<file path="src/rtl/time_counter_12h.sv">
// Timekeeping core for a 12-hour clock: divides clk down to a 1 s tick and
// keeps HH:MM:SS plus an AM/PM flag as packed BCD digits. Two edge-detected
// buttons advance minutes and hours. Every output comes straight from a register.
module time_counter_12h #(
  parameter int TICK_DIV = 10000000
) (
  input  logic       clk,
  input  logic       reset,
  input  logic       en,
  input  logic       set_min,
  input  logic       set_hr,
  output logic [3:0] sec_ones,
  output logic [2:0] sec_tens,
  output logic [3:0] min_ones,
  output logic [2:0] min_tens,
  output logic [3:0] hr_ones,
  output logic [0:0] hr_tens,
  output logic       pm,
  output logic       sec_tick
);

  localparam int             PW        = $clog2(TICK_DIV);
  localparam logic [PW-1:0]  PRESC_MAX = PW'(TICK_DIV - 1);

  logic [PW-1:0] presc_q, presc_d;
  logic          set_min_prev_q, set_hr_prev_q;
  // Cleared by reset and set after the first clock: a button that is still
  // held when reset releases must not look like a fresh press.
  logic          arm_q;

  logic [3:0] sec_ones_q, sec_ones_d;
  logic [2:0] sec_tens_q, sec_tens_d;
  logic [3:0] min_ones_q, min_ones_d;
  logic [2:0] min_tens_q, min_tens_d;
  logic [3:0] hr_ones_q, hr_ones_d;
  logic [0:0] hr_tens_q, hr_tens_d;
  logic       pm_q, pm_d;
  logic       sec_tick_q, sec_tick_d;

  logic       min_evt, hr_evt, set_evt, tick;
  logic       sec_at_max, min_at_max;
  logic [3:0] sec_adv_ones, min_adv_ones, hr_adv_ones;
  logic [2:0] sec_adv_tens, min_adv_tens;
  logic [0:0] hr_adv_tens;
  logic       pm_adv;

  // Per-field "value + 1" candidates, shared by the tick chain and the buttons.
  always_comb begin
    sec_at_max   = (sec_tens_q == 3'd5) && (sec_ones_q == 4'd9);
    min_at_max   = (min_tens_q == 3'd5) && (min_ones_q == 4'd9);

    sec_adv_ones = sec_ones_q + 4'd1;
    sec_adv_tens = sec_tens_q;
    if (sec_ones_q == 4'd9) begin
      sec_adv_ones = 4'd0;
      sec_adv_tens = sec_at_max ? 3'd0 : sec_tens_q + 3'd1;
    end

    min_adv_ones = min_ones_q + 4'd1;
    min_adv_tens = min_tens_q;
    if (min_ones_q == 4'd9) begin
      min_adv_ones = 4'd0;
      min_adv_tens = min_at_max ? 3'd0 : min_tens_q + 3'd1;
    end

    // Hours run 12, 01 .. 11, 12; only the step into 12 flips AM/PM.
    hr_adv_tens = hr_tens_q;
    hr_adv_ones = hr_ones_q + 4'd1;
    pm_adv      = pm_q;
    if (hr_tens_q == 1'b1 && hr_ones_q == 4'd2) begin
      hr_adv_tens = 1'b0;
      hr_adv_ones = 4'd1;
    end else if (hr_tens_q == 1'b1 && hr_ones_q == 4'd1) begin
      hr_adv_ones = 4'd2;
      pm_adv      = ~pm_q;
    end else if (hr_ones_q == 4'd9) begin
      hr_adv_tens = 1'b1;
      hr_adv_ones = 4'd0;
    end
  end

  // Button edges, prescaler and next time; a button press pre-empts the tick.
  always_comb begin
    min_evt = set_min & ~set_min_prev_q & arm_q;
    hr_evt  = set_hr & ~set_hr_prev_q & arm_q;
    set_evt = min_evt | hr_evt;

    tick    = 1'b0;
    presc_d = presc_q;
    if (set_evt) begin
      presc_d = '0;
    end else if (en) begin
      if (presc_q == PRESC_MAX) begin
        presc_d = '0;
        tick    = 1'b1;
      end else begin
        presc_d = presc_q + 1'b1;
      end
    end

    sec_ones_d = sec_ones_q;
    sec_tens_d = sec_tens_q;
    min_ones_d = min_ones_q;
    min_tens_d = min_tens_q;
    hr_ones_d  = hr_ones_q;
    hr_tens_d  = hr_tens_q;
    pm_d       = pm_q;
    sec_tick_d = tick;

    if (tick) begin
      sec_ones_d = sec_adv_ones;
      sec_tens_d = sec_adv_tens;
      if (sec_at_max) begin
        min_ones_d = min_adv_ones;
        min_tens_d = min_adv_tens;
        if (min_at_max) begin
          hr_ones_d = hr_adv_ones;
          hr_tens_d = hr_adv_tens;
          pm_d      = pm_adv;
        end
      end
    end

    // Minute set wraps 59 -> 00 without touching hours.
    if (min_evt) begin
      min_ones_d = min_adv_ones;
      min_tens_d = min_adv_tens;
      sec_ones_d = 4'd0;
      sec_tens_d = 3'd0;
    end

    if (hr_evt) begin
      hr_ones_d = hr_adv_ones;
      hr_tens_d = hr_adv_tens;
      pm_d      = pm_adv;
    end
  end

  // State registers; reset lands on 12:00:00 AM.
  always_ff @(posedge clk or posedge reset) begin
    if (reset) begin
      presc_q        <= '0;
      set_min_prev_q <= 1'b0;
      set_hr_prev_q  <= 1'b0;
      arm_q          <= 1'b0;
      sec_ones_q     <= 4'd0;
      sec_tens_q     <= 3'd0;
      min_ones_q     <= 4'd0;
      min_tens_q     <= 3'd0;
      hr_ones_q      <= 4'd2;
      hr_tens_q      <= 1'b1;
      pm_q           <= 1'b0;
      sec_tick_q     <= 1'b0;
    end else begin
      presc_q        <= presc_d;
      set_min_prev_q <= set_min;
      set_hr_prev_q  <= set_hr;
      arm_q          <= 1'b1;
      sec_ones_q     <= sec_ones_d;
      sec_tens_q     <= sec_tens_d;
      min_ones_q     <= min_ones_d;
      min_tens_q     <= min_tens_d;
      hr_ones_q      <= hr_ones_d;
      hr_tens_q      <= hr_tens_d;
      pm_q           <= pm_d;
      sec_tick_q     <= sec_tick_d;
    end
  end

  assign sec_ones = sec_ones_q;
  assign sec_tens = sec_tens_q;
  assign min_ones = min_ones_q;
  assign min_tens = min_tens_q;
  assign hr_ones  = hr_ones_q;
  assign hr_tens  = hr_tens_q;
  assign pm       = pm_q;
  assign sec_tick = sec_tick_q;

endmodule

</file>
<file path="config.mk">
export PLATFORM = sky130hd
export DESIGN_NAME = time_counter_12h
export DESIGN_NICKNAME = d
export VERILOG_FILES = /design/src/rtl/time_counter_12h.sv
export SDC_FILE = /design/constraint.sdc
export NUM_CORES = 1
export LEC_CHECK = 0
export ABC_AREA = 0
export BUFFER_PORTS_ARGS = -buffer_cell sky130_fd_sc_hd__buf_2
export CAP_MARGIN = 15
export CORE_ASPECT_RATIO = 0.7
export CORE_UTILIZATION = 59
export CTS_CLUSTER_DIAMETER = 120
export CTS_CLUSTER_SIZE = 16
export DETAILED_ROUTE_END_ITERATION = 8
export MAX_ROUTING_LAYER = met4
export PLACE_DENSITY = 0.8
export SYNTH_ARGS = -nofsm -noshare
export SYNTH_HDL_FRONTEND = slang
export SYNTH_SLANG_ARGS = --single-unit
</file>
<file path="constraint.sdc">
create_clock -name clk -period 2.35 [get_ports clk]
set_clock_uncertainty 0.05 [all_clocks]
set_input_delay 0 -clock clk [delete_from_list [all_inputs] [get_ports clk]]
set_output_delay 0 -clock clk [all_outputs]
set_load 0.03 [all_outputs]
</file>
After elaboration in Yosys (flattened, before gate mapping):

Cells that the tools add are included.

* add/subtract/negate cells: 6
* bitwise gates (word level): 8
* equal/unequal tests: 8
* reductions and logical operators: 14
* muxes and demuxes: 42

Operator list (count)
* $mux 24: 3
* $mux 4: 14
* $mux 3: 9
* $add 24x1->24 const B: 1
* $eq 24x24->1 const B: 1
* $mux 1: 16
* $reduce_bool 2->1: 7
* $add 4x1->4 const B: 3
* $eq 4x4->1 const B: 3
* $add 3x1->3 const B: 2
* $eq 3x3->1 const B: 2
* $and 1x1->1: 4
* $eq 4x1->1 const B: 1
* $eq 4x2->1 const B: 1
* $logic_and 1x1->1: 4
* $reduce_and 2->1: 2
* $not 1->1: 3
* $reduce_and 3->1: 1
* $or 1x1->1: 1

* register bits: 48
* bits of input ports: 5
* output and inout port bits: 21

Depth between registers and ports, before layout:

Gate-level depths: netlist (run 1).

* depth in word-level cells: 8
* gate-level depth with buffers: 9

Worst setup path after synthesis (run 1):

No wires, ideal clock.

* path type: register -> register
* start: register sec_ones_q[0], in the netlist sec_ones[0]
* end: register hr_ones_q[1], in the netlist hr_ones[1]
* arrival time: 2.020 ns
* stages on the path, launching flop included: 9
* library setup time: 0.063 ns
* buffers on the path: 1
* setup slack: 0.217 ns
* cell sequence: dfrtp_1 ha_1 and3b_1 nand3_1 nor4_1 a31o_1 buf_2 a21boi_1 o221a_1

* word-level cells in the longest chain between the ends: 4

RTL lines
* from (decl): RTL line 31 `logic [3:0] sec_ones_q, sec_ones_d;`
* from (signal assigned): RTL line 159 `sec_ones_q <= sec_ones_d;`
* $eq 4x4->1: RTL line 49 `sec_at_max = (sec_tens_q == 3'd5) && (sec_ones_q == 4'd9);`
* $logic_and 1x1->1: RTL line 49
* $reduce_bool 2->1 (no line)
* $reduce_and 3->1 (no line)
* to (signal assigned): RTL line 163 `hr_ones_q <= hr_ones_d;`
* to (decl): RTL line 35 `logic [3:0] hr_ones_q, hr_ones_d;`

Every way passes these cells.
A chain may end at the register's enable or synchronous reset.

Final worst setup path (run 1):

* start: register presc_q[16]
* end: register sec_tens_q[2], in the netlist sec_tens[2]

* word-level cells in the longest chain between the ends: 6

RTL lines
* from (decl): RTL line 25 `logic [PW-1:0] presc_q, presc_d;`
* from (signal assigned): RTL line 155 `presc_q <= presc_d;`
* $eq 24x24->1: RTL line 93 `if (presc_q == PRESC_MAX) begin`
* $mux 1: RTL line 93
* $mux 1: RTL line 92 `end else if (en) begin`
* $mux 1: RTL line 90 `if (set_evt) begin`
* $reduce_bool 2->1 (no line)
* $reduce_and 2->1 (no line)
* to (signal assigned): RTL line 160 `sec_tens_q <= sec_tens_d;`
* to (decl): RTL line 32 `logic [2:0] sec_tens_q, sec_tens_d;`

Every way passes these cells.

==> summary.txt, run 1 <==
STA
  – Minimum clock period: between 2 and 2.5 ns
  – Setup TNS Final: 0 ns
  – Slew @ Worst Pin: approximately 0.96 ns
  – Final hold vios: 0
  – Final period util: 0.965
  – RSZ-0062 raised after global routing: yes
  – Rel. slew slack: 0.362
  – Final Max Slew Viols: 0
  – Setup violators final: 0
  – F_max: 441 MHz

Critical path
  – Worst path max stage delay: between 0.5 and 0.6 ns
  – Critical setup path kind: flip-flop to flip-flop
  – Register-to-Register Path Depth: 6
  – Arrival time at the worst endpoint: 2.45 ns
  – Worst Setup SP: presc_q[16]
  – Crit path capture type: flip-flop
  – Crit Path Max Fanout: 6
  – Flop-to-flop setup slack: 0.08 ns
  – FF-to-FF End: sec_tens[2]
  – Req. time, crit path: 2.54 ns
  – RR Startpoint: presc_q[16]
  – CP Launch Type: flip-flop
  – Critical-path cell list: nand2b_1 > or4_4 > nor3_4 > nand4_2 > or3b_1 > a21oi_1
  – Worst path slowest cell: or4_4

Clock network
  – CTS Root Cell: clkbuf_8
  – CTS tree: yes
  – CTS Buffer Depth: 2
  – Reg clk slew, reported paths: 0.09 ns
  – CTS H-tree lvls: 2
  – Clk sink count: 48
  – Cts bufs inserted: 5
  – Later-pin clock latency in the skew report: 0.30 ns

Global routing
  – Global router's overall resource usage: 0.272
  – Met3 Usage GRT: 0.0528
  – Met1 usage: 0.404
  – Initial antenna violation count: 0
  – Met2 usage in global routing: 0.380
  – Vias in the first global route: roughly 2000
  – Grt ovf: 0
  – Largest net degree at the start of global routing: 49
  – Gr busiest metal: met1
  – First-pass GRT wire length: 9270 um

Floorplanning
  – Starting Density: 0.638
  – Die W: 81.3 um
  – I/O pin cnt: 26
  – Row count: 19
  – Die H: 57.5 um
  – Die Area: 0.00467 sq mm
  – CORE AREA: 0.00407 sq mm

Outcome
  – Status: completed

Logic synthesis
  – Post-Syn Area per Cell: 9.61 sq um
  – Main flop type after synthesis: dfrtp_1
  – Sequential area share after synthesis: 0.464
  – Yosys warning count: 0
  – Synth async-reset ratio: 1.00
  – Synthesized flop and latch total: 48
  – Post-synth EDFFs: 0
  – Syn Inst Count: between 200 and 300
  – Post-synthesis cell area: ~0.0026 sq mm
  – Distinct cell type count after synthesis: 59
  – Synth Net Count: 282

Finish
  – # nets final: 322
  – Post-Route Utilization: 0.732
  – Layout area overhead: 14.7%
  – Layout cells sized above 1: 0.196
  – Antenna cell count: 0
  – Non-filler cells, final: roughly 360

Power and ir drop
  – Leakage: ~1.3 nW
  – Peak VDD IR: 0.000752 V
  – Pwr Density: 708 mW/mm^2

Drt
  – Vias per inst: 5.80
  – Via count: between 2000 and 2500
  – Drt pass-1 iters: 5
  – DRT antenna net count: 0
  – Number of remaining DRC errors: 0
  – Routed wire length: 5500 um
  – Drt wl/cell: 15.2 um
  – DRT iter0 DRCs: roughly 220

Hold path
  – Worst Hold Launch: en
  – Endpoint, Worst Hold: presc_q[1]
  – Hold Crit Class: primary input to flip-flop
  – Hold Path Depth: 3

Flow run
  – Max cap viols: 0

Placement
  – Placed cells: 352
  – PortBufs: 25
  – Post-DP HPWL: between 3000 and 4000 um
  – Placer Congestion: 0.863
placed cells by master (no fill, tap or decap), types with 4 or more instances in the layout:
cell type	netlist	final
nand4_1	5	5
inv_1	11	10
nor2b_1	5	5
a31oi_1	4	4
o21ai_0	11	11
buf_2	1	25
nand3_1	8	8
nand2_1	25	25
ha_1	7	7
or3b_1	4	4
a21oi_1	22	22
nor2_1	23	22
and3_1	4	4
clkbuf_8	0	6
dfrtp_1	46	46
xor2_1	9	9
buf_4	0	11
nand2b_1	6	6
or3_1	6	6
and2_1	5	5
xnor2_1	9	9
how the worst max path moves through the flow:
| stage | end | slack, ns |
|---|---|---|
| 2_1_floorplan | hr_ones[1] | 0.22 |
| 3_3_place_gp | hr_ones[1] | 0.17 |
| 3_5_place_dp | min_tens[0] | 0.10 |
| 4_1_cts | min_tens[0] | 0.06 |
| 5_1_grt | sec_tens[2] | -0.02 |
| 6_report | sec_tens[2] | 0.08 |
sequential cells by signal (all words and copies together) (netlist names):
register / count
presc_q: 24
hr_ones: 4
min_ones: 4
sec_ones: 4
min_tens: 3
sec_tens: 3
arm_q: 1
hr_tens: 1
pm: 1
sec_tick: 1
set_hr_prev_q: 1
set_min_prev_q: 1
kinds of logic after synthesis:
kind of cell	synth area share
xor gates and xnor gates	0.0608
and+or+nand+nor	0.267
other	0.00145
muxes	0.0130
adders and majority gates	0.0337
AOI/OAI and AO/OA	0.134
buffers and inverters	0.0265
DFF	0.464
per-stage QoR:
stage | power, mW | instance area (sq um) | setup slack [ns] | hold slack (ns)
4_1_cts | 2.11 | 2970 | 0.0622 | 0.0734
3_3_place_gp | 1.59 | 2840 | 0.175 | 0.0715
3_5_place_dp | 1.60 | 2840 | 0.100 | 0.0736
2_1_floorplan | 1.44 | 2590 | 0.217 | -0.0186
6_report | 2.11 | 2980 | 0.0832 | 0.0946
5_1_grt | 2.22 | 2980 | -0.0232 | 0.127
report_power, final:
part / total (mW) / switching [mW] / internal (mW) / leakage, nW
registers: 1.06 / 0.136 / 0.925 / 0.630
clock network: 0.510 / 0.271 / 0.239 / 0.0445
logic: 0.536 / 0.345 / 0.191 / 0.664
worst max-delay path, delay by kind of cell, from the launching register on:
family	cells	cell delay (ns)
AND/OR/NAND/NOR	5	1.62
flip-flops	1	0.40
AO/OA/AOI/OAI	1	0.14
cell usage after synthesis (4+ instances only):
| master | instances | share of area |
|---|---|---|
| a21oi_1 | 22 | 0.042 |
| a31oi_1 | 4 | 0.0096 |
| and2_1 | 5 | 0.012 |
| and3_1 | 4 | 0.0096 |
| clkbuf_1 | 4 | 0.0058 |
| dfrtp_1 | 46 | 0.44 |
| ha_1 | 7 | 0.034 |
| inv_1 | 11 | 0.016 |
| nand2_1 | 25 | 0.036 |
| nand2b_1 | 6 | 0.014 |
| nand3_1 | 8 | 0.015 |
| nand4_1 | 5 | 0.012 |
| nor2_1 | 23 | 0.033 |
| nor2b_1 | 5 | 0.012 |
| o21ai_0 | 11 | 0.021 |
| or3_1 | 6 | 0.014 |
| or3b_1 | 4 | 0.013 |
| xnor2_1 | 9 | 0.030 |
| xor2_1 | 9 | 0.030 |
per-layer routing:
layer | share of wire | up-vias | wire length [um]
met1 | 0.52 | 1015 | 2840
met3 | 0.036 | 5 | 199
li1 | - | 1037 | -
met4 | 0.0075 | 0 | 41
met5 | 0 | - | 0
met2 | 0.44 | 47 | 2430
layout make-up:
type | count | area [sq um]
Multi-Input combinational cell | 204 | 1330
Clock inverter | 1 | 7.51
Sequential cell | 48 | 1200
Clock buffer | 7 | 86.3
Timing Repair Buffer | 39 | 238
Inverter | 12 | 45.0
Fill cell | 283 | 1090
Tap cell | 52 | 65.1
what timing repair did:
action / CTS / global route
hold endpoints to repair: 48 / 0
hold buffers: 3 / 0
endpoints found under the setup margin: 0 / 8
setup buffers: 0 / 0
resized for setup: 0 / 3
(Power assumes the default switching activity.)
==> run 2: changes to the inputs <==
==> constraint.sdc (replaced) <==
create_clock -name clk -period 2.35 [get_ports clk]
set_clock_uncertainty 0.05 [all_clocks]
set_input_delay 0.3525 -clock clk [delete_from_list [all_inputs] [get_ports clk]]
set_output_delay 0.3525 -clock clk [all_outputs]
set_load 0.03 [all_outputs]
==> run 2 against run 1 <==
  * Via count up 1.1%
  * Clock-buffer cell count up 1
  * First-iteration DRC count down 35%
  * Sequential share of layout area down 0.70 points
  * Cell count unchanged
  * Non-clock buffer count unchanged
  * Die area unchanged
  * Critical path depth unchanged
  * Sequential power about the same
  * Largest cell class unchanged
  * Hold slack worse by 0.087 ns
==> summary.txt, run 2 (synthesis results as in run 1) <==
Floorplanning
  – Row count: 19
  – Die W: between 80 and 90 um
  – CORE AREA: about 0.004 sq mm
  – Starting Density: 0.638
  – Die H: 57.5 um
  – Die Area: 0.00467 sq mm
  – I/O pin cnt: 26

Global routing
  – Vias in the first global route: 1962
  – Global router's overall resource usage: 0.275
  – First-pass GRT wire length: between 9000 and 10000 um
  – Initial antenna violation count: 0
  – Grt ovf: 0
  – Largest net degree at the start of global routing: 27

Hold path
  – Hold Crit Class: primary input to async pin

Drt
  – Vias per inst: 5.86
  – Drt wl/cell: ~16 um
  – DRT iter0 DRCs: around 150
  – DRT antenna net count: 0
  – Routed wire length: 5830 um
  – Number of remaining DRC errors: 0
  – Via count: 2127
  – Drt pass-1 iters: 4

Finish
  – Top reg by flops: presc_q
  – Layout cells sized above 1: 0.219
  – Multi-input logic area: 0.00137 sq mm
  – Most frequent cells in the layout: dfrtp_1 (46), buf_2 (25), nand2_1 (24)
  – Commonest non-fill, non-tap cell in the layout: dfrtp_1
  – # nets final: 322
  – Flip-flop and latch area: 0.00120 sq mm
  – Layout area overhead: 16.7%
  – Non-filler cells, final: 363
  – Finished Cell Area: 0.00303 sq mm
  – Antenna cell count: 0
  – Fill cells: 300
  – Largest register FFs: 24

Critical path
  – Crit path capture type: flip-flop
  – CP Launch Type: flip-flop
  – Req. time, crit path: 2.55 ns
  – Arrival time at the worst endpoint: ~2.5 ns
  – Crit Path Max Fanout: 9
  – Critical setup path kind: flip-flop to flip-flop

Clock network
  – Reg clk slew, reported paths: about 0.09 ns
  – # hold bufs at CTS: 0
  – Clk sink count: 48
  – CTS H-tree lvls: 2
  – CTS tree: yes
  – Later-pin clock latency in the skew report: between 0.3 and 0.4 ns
  – Cts bufs inserted: 5
  – CTS Root Cell: clkbuf_8
  – CTS Buffer Depth: 2

Placement
  – Post-DP Area: 0.00286 sq mm
  – Placer Congestion: 0.901
  – Post-DP HPWL: 3980 um
  – Placed cells: 352
  – PortBufs: 25

STA
  – F_max: 438 MHz
  – Rel. slew slack: 0.491
  – Minimum clock period: 2.29 ns
  – RSZ-0062 raised after global routing: yes
  – Slew @ Worst Pin: between 0.7 and 0.8 ns
  – Final Max Slew Viols: 0
  – Setup violators final: 0
  – Final period util: 0.973
  – Final hold vios: 0
  – Setup TNS Final: 0 ns
  – Hold slack: 0.00789 ns

Power and ir drop
  – Leakage: approximately 1.3 nW
  – Pwr Density: approximately 700 mW/mm^2
  – Peak VDD IR: 0.000734 V

Outcome
  – Status: completed

Flow run
  – Max cap viols: 0
==> run 2: power breakdown <==
group | total, mW | internal (mW) | switching, mW
Combinational | 0.540 | 0.191 | 0.349
Clock | 0.516 | 0.240 | 0.275
Sequential | 1.06 | 0.925 | 0.137
Total | 2.12 | 1.36 | 0.761
==> run 2: cell type report <==
| cell class | count | area share |
|---|---|---|
| clock buffers | 8 | 0.0297 |
| inverters | 12 | 0.0149 |
| multi-input cells | 204 | 0.452 |
| flip-flops and latches | 48 | 0.397 |
| well taps | 52 | 0.0215 |
| repair buffers | 39 | 0.0843 |
==> run 2: per-stage QoR <==
stage | utilization | setup slack, ns | power (mW)
after floorplan | - | 0.217 | 1.44
after global placement | 0.703 | 0.173 | 1.59
after detailed placement | 0.703 | 0.119 | 1.60
after CTS | 0.725 | 0.0893 | 2.11
after global routing | 0.745 | -0.0354 | 2.22
final | 0.745 | 0.0644 | 2.12
==> run 2: routing by layer <==
layer / vias to the layer above / GRT usage / share of wire
li1: 1035 / - / -
met5: - / - / 0
met3: 11 / 0.0560 / 0.051
met2: 55 / 0.365 / 0.43
met1: 1026 / 0.413 / 0.50
met4: 0 / 0.0944 / 0.017
==> run 2: worst max-delay path, cell delays in order, from the launching register on <==
cell and delay, ns:
dfrtp_1 0.41, nand2b_4 0.15, or4_4 0.52, nor3_4 0.35, a31o_2 0.34, a21boi_1 0.22
o221a_1 0.20
==> run 2: path summary, 6_finish.rpt <==
kind                       slack, ns            end  cells after the start         from
setup / recovery                0.06     hr_ones[1]                      6  presc_q[22]
min in group clk                0.11  set_hr_prev_q                      1       set_hr
hold reg to reg                 0.42             pm                      1           pm
max in group asynchronous       1.64     hr_ones[1]                      3        reset
setup reg to reg                0.06     hr_ones[1]                      6  presc_q[22]
hold / removal                 0.008  set_hr_prev_q                      2        reset
==> run 2: repair_timing <==
item / CTS / global route
resized for setup: 0 / 10
setup endpoints to repair: 0 / 19
setup buffers: 0 / 3
